==> config.mk <==
export PLATFORM = sky130hd
export DESIGN_NAME = pm_tap_ctrl
export DESIGN_NICKNAME = d
export VERILOG_FILES = /design/src/rtl/pm_tap_pkg.sv /design/src/rtl/pm_tap_fsm.sv /design/src/rtl/pm_tap_ctrl.sv
export SDC_FILE = /design/constraint.sdc
export NUM_CORES = 1
export LEC_CHECK = 0
export BUFFER_PORTS_ARGS = -buffer_cell sky130_fd_sc_hd__buf_4
export CORE_MARGIN = 2
export CORE_UTILIZATION = 32
export DETAILED_ROUTE_END_ITERATION = 12
export SLEW_MARGIN = 20
export SYNTH_ARGS = -nofsm -noshare
export SYNTH_HDL_FRONTEND = slang
export SYNTH_SLANG_ARGS = --single-unit
==> constraint.sdc <==
create_clock -name clk -period 2.05 [get_ports clk]
set_clock_uncertainty 0.1 [all_clocks]
set_input_delay 0.615 -clock clk [delete_from_list [all_inputs] [get_ports clk]]
set_output_delay 0.615 -clock clk [all_outputs]
set_load 0.01 [all_outputs]
==> src/rtl/pm_tap_pkg.sv <==
`default_nettype none
// ============================================================================
//  Module      : pm_tap_pkg
//  Description : Shared definitions for the power-management TAP controller.
//                Holds the 4-bit 1149.1 state encoding and the IR capture
//                pattern.
//  Revision    : 1.0 - initial release
// ============================================================================
package pm_tap_pkg;

    // Encodings follow the conventional 1149.1 numbering, so a logic
    // analyser on tap_state reads the same codes as other TAP controllers.
    typedef enum logic [3:0] {
        ST_EXIT2_DR   = 4'h0,
        ST_EXIT1_DR   = 4'h1,
        ST_SHIFT_DR   = 4'h2,
        ST_PAUSE_DR   = 4'h3,
        ST_SELECT_IR  = 4'h4,
        ST_UPDATE_DR  = 4'h5,
        ST_CAPTURE_DR = 4'h6,
        ST_SELECT_DR  = 4'h7,
        ST_EXIT2_IR   = 4'h8,
        ST_EXIT1_IR   = 4'h9,
        ST_SHIFT_IR   = 4'hA,
        ST_PAUSE_IR   = 4'hB,
        ST_RTI        = 4'hC,
        ST_UPDATE_IR  = 4'hD,
        ST_CAPTURE_IR = 4'hE,
        ST_TLR        = 4'hF
    } tap_state_e;

    // Low two bits loaded into the IR shift register in Capture-IR.
    localparam logic [1:0] C_IR_CAPTURE = 2'b01;

endpackage
`default_nettype wire

==> src/rtl/pm_tap_fsm.sv <==
`default_nettype none
// ============================================================================
//  Module      : pm_tap_fsm
//  Description : 16-state 1149.1 TAP state machine. Next-state logic and
//                state register only.
//  Ports       : clk       - test clock (TCK)
//                rst_n     - asynchronous active-low reset (TRST_N)
//                tms       - test mode select, sampled on rising clk
//                tap_state - current state encoding
//  Revision    : 1.0 - initial release
// ============================================================================
module pm_tap_fsm
    import pm_tap_pkg::*;
(
    input  logic       clk,
    input  logic       rst_n,
    input  logic       tms,
    output logic [3:0] tap_state
);

    tap_state_e r_state;
    tap_state_e w_next;

    always_ff @(posedge clk or negedge rst_n) begin
        if (!rst_n) begin
            r_state <= ST_TLR;
        end else begin
            r_state <= w_next;
        end
    end

    always_comb begin
        w_next = r_state;
        case (r_state)
            ST_TLR:        w_next = tms ? ST_TLR       : ST_RTI;
            ST_RTI:        w_next = tms ? ST_SELECT_DR : ST_RTI;
            ST_SELECT_DR:  w_next = tms ? ST_SELECT_IR : ST_CAPTURE_DR;
            ST_CAPTURE_DR: w_next = tms ? ST_EXIT1_DR  : ST_SHIFT_DR;
            ST_SHIFT_DR:   w_next = tms ? ST_EXIT1_DR  : ST_SHIFT_DR;
            ST_EXIT1_DR:   w_next = tms ? ST_UPDATE_DR : ST_PAUSE_DR;
            ST_PAUSE_DR:   w_next = tms ? ST_EXIT2_DR  : ST_PAUSE_DR;
            ST_EXIT2_DR:   w_next = tms ? ST_UPDATE_DR : ST_SHIFT_DR;
            ST_UPDATE_DR:  w_next = tms ? ST_SELECT_DR : ST_RTI;
            ST_SELECT_IR:  w_next = tms ? ST_TLR       : ST_CAPTURE_IR;
            ST_CAPTURE_IR: w_next = tms ? ST_EXIT1_IR  : ST_SHIFT_IR;
            ST_SHIFT_IR:   w_next = tms ? ST_EXIT1_IR  : ST_SHIFT_IR;
            ST_EXIT1_IR:   w_next = tms ? ST_UPDATE_IR : ST_PAUSE_IR;
            ST_PAUSE_IR:   w_next = tms ? ST_EXIT2_IR  : ST_PAUSE_IR;
            ST_EXIT2_IR:   w_next = tms ? ST_UPDATE_IR : ST_SHIFT_IR;
            ST_UPDATE_IR:  w_next = tms ? ST_SELECT_DR : ST_RTI;
            default:       w_next = ST_TLR;
        endcase
    end

    assign tap_state = r_state;

endmodule
`default_nettype wire

==> src/rtl/pm_tap_ctrl.sv <==
`default_nettype none
// ============================================================================
//  Module      : pm_tap_ctrl
//  Description : 1149.1-style TAP controller for the PM control island.
//                Owns the IR, bypass bit and IDCODE register, produces
//                per-DR capture/shift/update strobes and muxes tdo.
//  Ports       : clk, rst_n          - TCK and asynchronous TRST_N
//                tms, tdi            - TAP inputs
//                tdo, tdo_en         - TAP output and its enable
//                dr_serial_out       - serial outputs of the user DRs
//                dr_capture/shift/update - per-DR strobes (gated by select)
//                dr_select           - one-hot user DR select
//                ir_out              - current instruction
//                tap_state           - current FSM state (debug)
//                test_logic_reset    - high in Test-Logic-Reset
//  Revision    : 1.0 - initial release
// ============================================================================
module pm_tap_ctrl
    import pm_tap_pkg::*;
#(
    parameter int          IR_LENGTH    = 4,
    parameter int          N_DR         = 4,
    parameter int          DR_BASE      = 2,
    parameter int          IDCODE_INSTR = 1,
    parameter logic [31:0] IDCODE_VALUE = 32'h0000_0001
) (
    input  logic                 clk,
    input  logic                 rst_n,
    input  logic                 tms,
    input  logic                 tdi,
    output logic                 tdo,
    output logic                 tdo_en,
    input  logic [N_DR-1:0]      dr_serial_out,
    output logic [N_DR-1:0]      dr_capture,
    output logic [N_DR-1:0]      dr_shift,
    output logic [N_DR-1:0]      dr_update,
    output logic [N_DR-1:0]      dr_select,
    output logic [IR_LENGTH-1:0] ir_out,
    output logic [3:0]           tap_state,
    output logic                 test_logic_reset
);

    localparam logic [IR_LENGTH-1:0] C_IDCODE_IR   = IR_LENGTH'(IDCODE_INSTR);
    localparam logic [IR_LENGTH-1:0] C_IR_CAP_WORD = IR_LENGTH'(C_IR_CAPTURE);

    logic                 w_tlr;
    logic                 w_capture_dr;
    logic                 w_shift_dr;
    logic                 w_update_dr;
    logic                 w_capture_ir;
    logic                 w_shift_ir;
    logic                 w_update_ir;
    logic                 w_sel_idcode;
    logic                 w_sel_bypass;

    logic [IR_LENGTH-1:0] r_ir_sr;
    logic [IR_LENGTH-1:0] r_ir;
    logic [31:0]          r_idcode_sr;
    logic                 r_bypass;

    pm_tap_fsm u_fsm (
        .clk       (clk),
        .rst_n     (rst_n),
        .tms       (tms),
        .tap_state (tap_state)
    );

    assign w_tlr        = (tap_state == ST_TLR);
    assign w_capture_dr = (tap_state == ST_CAPTURE_DR);
    assign w_shift_dr   = (tap_state == ST_SHIFT_DR);
    assign w_update_dr  = (tap_state == ST_UPDATE_DR);
    assign w_capture_ir = (tap_state == ST_CAPTURE_IR);
    assign w_shift_ir   = (tap_state == ST_SHIFT_IR);
    assign w_update_ir  = (tap_state == ST_UPDATE_IR);

    // Instruction shift register and the updated instruction. r_ir is also
    // reloaded while sitting in TLR so the IDCODE default survives leaving it.
    always_ff @(posedge clk or negedge rst_n) begin
        if (!rst_n) begin
            r_ir_sr <= '0;
            r_ir    <= C_IDCODE_IR;
        end else begin
            if (w_capture_ir) begin
                r_ir_sr <= C_IR_CAP_WORD;
            end else if (w_shift_ir) begin
                r_ir_sr <= {tdi, r_ir_sr[IR_LENGTH-1:1]};
            end

            if (w_update_ir) begin
                r_ir <= r_ir_sr;
            end else if (w_tlr) begin
                r_ir <= C_IDCODE_IR;
            end
        end
    end

    // Entering TLR must switch the instruction on that same edge, so the
    // override is applied from the state register rather than waiting a cycle.
    assign ir_out = w_tlr ? C_IDCODE_IR : r_ir;

    generate
        for (genvar gi = 0; gi < N_DR; gi++) begin : g_dr
            assign dr_select[gi]  = (ir_out == IR_LENGTH'(DR_BASE + gi));
            assign dr_capture[gi] = w_capture_dr & dr_select[gi];
            assign dr_shift[gi]   = w_shift_dr   & dr_select[gi];
            assign dr_update[gi]  = w_update_dr  & dr_select[gi];
        end
    endgenerate

    assign w_sel_idcode = (ir_out == C_IDCODE_IR) & ~(|dr_select);
    assign w_sel_bypass = ~w_sel_idcode & ~(|dr_select);

    // Internal data registers only act while they are the selected DR.
    always_ff @(posedge clk or negedge rst_n) begin
        if (!rst_n) begin
            r_idcode_sr <= IDCODE_VALUE;
            r_bypass    <= 1'b0;
        end else if (w_capture_dr) begin
            if (w_sel_idcode) begin
                r_idcode_sr <= IDCODE_VALUE;
            end
            if (w_sel_bypass) begin
                r_bypass <= 1'b0;
            end
        end else if (w_shift_dr) begin
            if (w_sel_idcode) begin
                r_idcode_sr <= {tdi, r_idcode_sr[31:1]};
            end
            if (w_sel_bypass) begin
                r_bypass <= tdi;
            end
        end
    end

    always_comb begin
        tdo = 1'b0;
        if (w_shift_ir) begin
            tdo = r_ir_sr[0];
        end else if (w_shift_dr) begin
            if (|dr_select) begin
                tdo = |(dr_select & dr_serial_out);
            end else if (w_sel_idcode) begin
                tdo = r_idcode_sr[0];
            end else begin
                tdo = r_bypass;
            end
        end
    end

    assign tdo_en           = w_shift_ir | w_shift_dr;
    assign test_logic_reset = w_tlr;

endmodule
`default_nettype wire

# After elaboration in Yosys (flattened, before gate mapping)
# Index checks and enable logic that the tools add are counted.
dict set report word_totals {
  elab_cells 82
  in_bits 8
  output_inout_bits 27
  ff_bits 45
}
dict set report op_classes {
  muxes 29
  reduce_logical 10
  eq_ne 20
  bitwise 18
}
# operator n
set ops {}
lappend ops {{32-bit 2-to-1 mux} 4}
lappend ops {{4-bit one-hot mux with 12 select lines} 1}
lappend ops {{4-bit equality test (second input constant)} 8}
lappend ops {{4-bit by 3-bit equality test with 1-bit output (second input constant)} 6}
lappend ops {{4-bit 2-to-1 mux} 5}
lappend ops {{4-bit by 2-bit equality test with 1-bit output (second input constant)} 4}
lappend ops {{1-bit bitwise AND} 14}
lappend ops {{2-bit 2-to-1 mux} 6}
lappend ops {{3-bit 2-to-1 mux} 4}
lappend ops {{1-bit 2-to-1 mux} 9}
lappend ops {{4-bit by 1-bit equality test with 1-bit output (second input constant)} 2}
lappend ops {{4-bit OR reduction} 2}
lappend ops {{4-bit bitwise AND} 1}
lappend ops {{4-bit logical NOT} 1}
lappend ops {{2-bit AND reduction} 2}
lappend ops {{2-bit nonzero test} 2}
lappend ops {{2-bit OR reduction} 2}
lappend ops {{3-bit OR reduction} 1}
lappend ops {{1-bit inverter} 2}
lappend ops {{1-bit bitwise OR} 1}

# Depth between registers and ports, before layout
dict set report depth {
  word_depth 11
  ltp_mapped 7
  mapped_depth_nobuf 5
}

# Hierarchy
# Synthesis repeated with hierarchy kept, for this count alone.
dict set report unflattened {
  cells_unflattened 251
  area_unflattened_um2 2358.5
}
# mod seq_area_each_um2 cells_per_inst area_each_um2 instances
set by_module_without_submodules {}
lappend by_module_without_submodules {pm_tap_ctrl 1028.5 232 2160.8 1}
lappend by_module_without_submodules {pm_tap_fsm 105.1 19 197.7 1}

# Worst setup path before layout
# No wires, ideal clock.
dict set report synth_path {
  path_type {reg2out}
  from {reg u_fsm.r_state[2] (netlist: u_fsm.tap_state[2])}
  to {out dr_update[0]}
  arrival_ns 1.703
  path_slack_ns -0.368
  required_time_ns 1.335
  path_buffers 2
  stages_incl_launch_ff 6
  path_cell_list {dfstp_2 > buf_2 > inv_1 > clkbuf_1 > or4_1 > nor2_1}
}
dict set report synth_between {
  elab_chain_len 4
  word_cells_on_any_way 5
  classes_between {eq/ne (3); mux (1); bitwise (1)}
}
# element line
set synth_rtl {}
lappend synth_rtl {{start: declaration} pm_tap_fsm.sv:21} ;# tap_state_e r_state;
lappend synth_rtl {{start signal: assignment} pm_tap_fsm.sv:28} ;# r_state <= w_next;
lappend synth_rtl {{4-bit equality test} pm_tap_ctrl.sv:68} ;# assign w_tlr = (tap_state == ST_TLR);
lappend synth_rtl {{4-bit 2-to-1 mux} -}
lappend synth_rtl {{4-bit by 2-bit equality test with 1-bit output} pm_tap_ctrl.sv:103} ;# assign dr_select[gi] = (ir_out == IR_LENGTH'(DR_BASE + gi));
lappend synth_rtl {{1-bit bitwise AND (*)} pm_tap_ctrl.sv:106} ;# assign dr_update[gi] = w_update_dr & dr_select[gi];
lappend synth_rtl {{end: declaration} pm_tap_ctrl.sv:36} ;# output logic [N_DR-1:0] dr_update,
# Every way passes the cells marked *; elsewhere a longest branch is shown, timed or not.

# Final worst setup path
dict set report layout_path {
  from {reg u_fsm.r_state[1] (netlist: u_fsm.tap_state[1])}
  to {out tdo}
}
dict set report layout_between {
  elab_chain_len 10
  word_cells_on_any_way 18
  classes_between {eq/ne (8); mux (5); bitwise (3); reduce/logical (2)}
}
# element line
set layout_rtl {}
lappend layout_rtl {{4-bit equality test} pm_tap_ctrl.sv:68}
lappend layout_rtl {{4-bit 2-to-1 mux} -}
lappend layout_rtl {{4-bit by 2-bit equality test with 1-bit output / 4-bit by 3-bit equality test with 1-bit output (equally long branches)} pm_tap_ctrl.sv:103}
lappend layout_rtl {{4-bit OR reduction} {pm_tap_ctrl.sv:110, pm_tap_ctrl.sv:140}}
lappend layout_rtl {{1-bit inverter} pm_tap_ctrl.sv:110} ;# assign w_sel_idcode = (ir_out == C_IDCODE_IR) & ~(|dr_select);
lappend layout_rtl {{1-bit bitwise AND} pm_tap_ctrl.sv:110}
lappend layout_rtl {{1-bit 2-to-1 mux} pm_tap_ctrl.sv:142} ;# end else if (w_sel_idcode) begin
lappend layout_rtl {{1-bit 2-to-1 mux} pm_tap_ctrl.sv:140} ;# if (|dr_select) begin
lappend layout_rtl {{1-bit 2-to-1 mux} pm_tap_ctrl.sv:139} ;# end else if (w_shift_dr) begin
lappend layout_rtl {{1-bit 2-to-1 mux (*)} pm_tap_ctrl.sv:137} ;# if (w_shift_ir) begin
lappend layout_rtl {{end: declaration} pm_tap_ctrl.sv:31} ;# output logic tdo,
# Marked as above.

==> reports/metrics.yaml <==
critPathKind: "register to output port"
setup_viol: 46
grt_pass1_wl_mm: 8.42
hold_viol_final: 0
placementRows: 30
cts_tree: "yes"
overflow: 0
combPwrFrac: 0.506
worst-path-max-fanout: 4
p_total_mw: 3.97
first_pass_iters: 4
ys_seq_elements: 45
netlist_instances: 256
status: "finished with violations"
yosysSeqAreaShare: 0.496
port_buffers: 34
track_usage: 0.136
synth_largest_area_cell: "dfrtp_1"
clock-sinks: 45
crit_path_end: "tdo"
pwr-share-clk: 0.175
path_depth: 5
relSlewSlack: 0.625
violations: "negative setup slack"
hpwlAfterDp_mm: 3.18
hp-class: "input pin to async pin"
gp_congestion: 0.785
critPathMaxStageDelay_ns: 0.58
nets: 330
antenna_cells: 0
synth-edff-count: 0
numCtsBuffers: 5
drv_cap: 0
synth.top_cells.by_count: "nand2_1, dfrtp_1, o21ai_2"
pre_cts_slack_ns: -0.127
die_y_um: 88.5
fin_setup_tns_ns: -8.09
grt_pass1_vias: 1804
synth_most_common_cell: "nand2_1"
netlist_top_cells_area: "dfrtp_1, nand2_1, o21ai_2"
grt_max_degree: 65
post_drt_wl_per_cell_um: 13.9
arrival_ns: 1.76
clk_pin_slew_ns: 0.08
crit_chain: "nand2b_4, or3_4, a31o_4, o21ai_2, buf_6"
coreArea_um2: 6830
rsz0062_at_grt: "true"
r2r-end: "r_idcode_sr[23]"
worst_setup_path_end_kind: "output port"
area_growth_pct: 55.6
drc: 0
dieArea_um2: 7830
drt-initial-drc-count: 62
synth_nets: 264
peakVddDrop_mv: 0.524
netlist_area_um2: 2280
required_ns: 1.33
multi_input_area_um2: 1370
synth_cell_types: 36
crit_buf_inv: 1
maxSlewViolCount: 0
tightest_slew_ns: 0.562
netlist.area_leader.share: 0.427
start_kind: "register"
reg2reg_depth: 6
synth_area_per_cell_um2: 8.92
cp_slowest_cell: "dfstp_2"
via_count: 1965
antenna_found_initial: 0
period_minus_slack_ns: 2.48
critPathLaunch: "u_fsm.tap_state[1]"
ant_nets: 0
p_int_mw: 2.49
async_flop_share: 1.00
r2r-start: "r_ir[0]"
wl_mm: 5.83
htree_num_levels: 2
fin_crit_sh: 1.21
drive_gt1_frac: 0.598
power_density_nw_per_um2: 1120
synth_ff_type: "dfrtp_1"
switching_share: 0.372
io-pin-count: 35
r2r_slack_ns: -0.05
worstSkewPairLatency_ns: 0.30
regArea_um2: 1140
cp_top_family: "flip-flops"
yosys_warnings: 0
clock_path_buffers: 2
cts_root_buf: "clkbuf_8"
worst_slack_ns: -0.428
fp.dieW_um: 88.5
start_util: 0.334
fmax_mhz: 404
vias_per_cell: 4.69
p_switching_mw: 1.48
p_seq_frac: 0.319
power_leakage_nw: 1.53
fin_util: 0.520
fillers: 626
[layout make-up]
class / count / share of cell area
multi-input cells: 185 / 0.386
clock buffers: 7 / 0.0243
repair buffers: 76 / 0.219
clock inverters: 1 / 0.00845
flip-flops and latches: 45 / 0.320
inverters: 9 / 0.00951
well taps: 96 / 0.0338
[per-stage QoR]
| stage | std cells | hold WS (ns) | area (um^2) |
|---|---|---|---|
| after floorplan | 256 | 0.219 | 2370 |
| after global placement | 399 | 0.361 | 2830 |
| after detailed placement | 399 | 0.366 | 2830 |
| after CTS | 412 | 0.220 | 3110 |
| after global routing | 419 | 0.253 | 3550 |
| final | 419 | 0.205 | 3550 |
[power groups by stage]
stage / clock (mW) / sequential [mW] / combinational (mW)
final: 0.693 / 1.27 / 2.01
after global routing: 0.751 / 1.29 / 2.19
after CTS: 0.718 / 1.24 / 1.73
after detailed placement: 0 / 1.24 / 1.50
after global placement: 0 / 1.24 / 1.49
after floorplan: 0 / 1.20 / 0.941
[worst reg2reg max path: cells and delay by family (launching register included)]
family	cells	cell delay (ns)
simple gates	3	0.82
flops	1	0.61
buf+inv	2	0.41
compound gates	1	0.05
[state kept, by name, summed over array words and instances, names as in the netlist]
signal	flops
r_ir	4
u_fsm.tap_state	4
r_ir_sr	4
r_bypass	1
r_idcode_sr	32
[cell families (layout without fill, tap and decap cells)]
kind of cell	after synthesis	after routing	synth area share
DFF	45	45	0.496
buffers and inverters	26	93	0.0690
and+or+nand+nor	127	127	0.247
muxes	1	1	0.00438
AOI/OAI and AO/OA	57	57	0.183
[layout by cell type (no fill, tap or decap), types with 3 or more instances in the layout]
| cell type | instances |
|---|---|
| clkbuf_8 | 6 |
| nand3_1 | 3 |
| nand2_4 | 28 |
| nand2_2 | 8 |
| dfstp_2 | 6 |
| a21oi_1 | 3 |
| dfrtp_1 | 37 |
| nor2b_1 | 3 |
| nor2_4 | 5 |
| and2_4 | 3 |
| nor2_2 | 8 |
| inv_2 | 7 |
| buf_12 | 3 |
| clkbuf_16 | 4 |
| nor2_1 | 5 |
| o21ai_0 | 10 |
| nand2_1 | 45 |
| buf_6 | 19 |
| nand2b_1 | 4 |
| buf_4 | 48 |
| o21ai_2 | 31 |
[how the worst min path moves through the flow]
stage	endpoint	slack, ns	cells after the start
after floorplan	r_bypass	0.22	0
after global placement	r_idcode_sr[1]	0.36	2
after detailed placement	r_idcode_sr[8]	0.37	2
after CTS	r_idcode_sr[24]	0.22	1
after global routing	r_idcode_sr[28]	0.25	1
final	r_idcode_sr[8]	0.20	1
[layer usage]
metal,routed length [um],up-vias,GRT usage
li1,-,977,-
met1,2670,942,0.176
met2,2890,40,0.230
met3,213,6,0.0289
met4,60,0,0.0413
met5,0,-,0
[timing repair]
item | 4_1_cts | 5_1_grt
setup endpoints to repair | 54 | 55
cloned | 0 | 7
hold buffers | 0 | 0
endpoints found under the hold margin | 0 | 0
resized for setup | 32 | 85
pin swaps | 8 | 51
buffers inserted | 6 | 3
(Power assumes the default switching activity.)
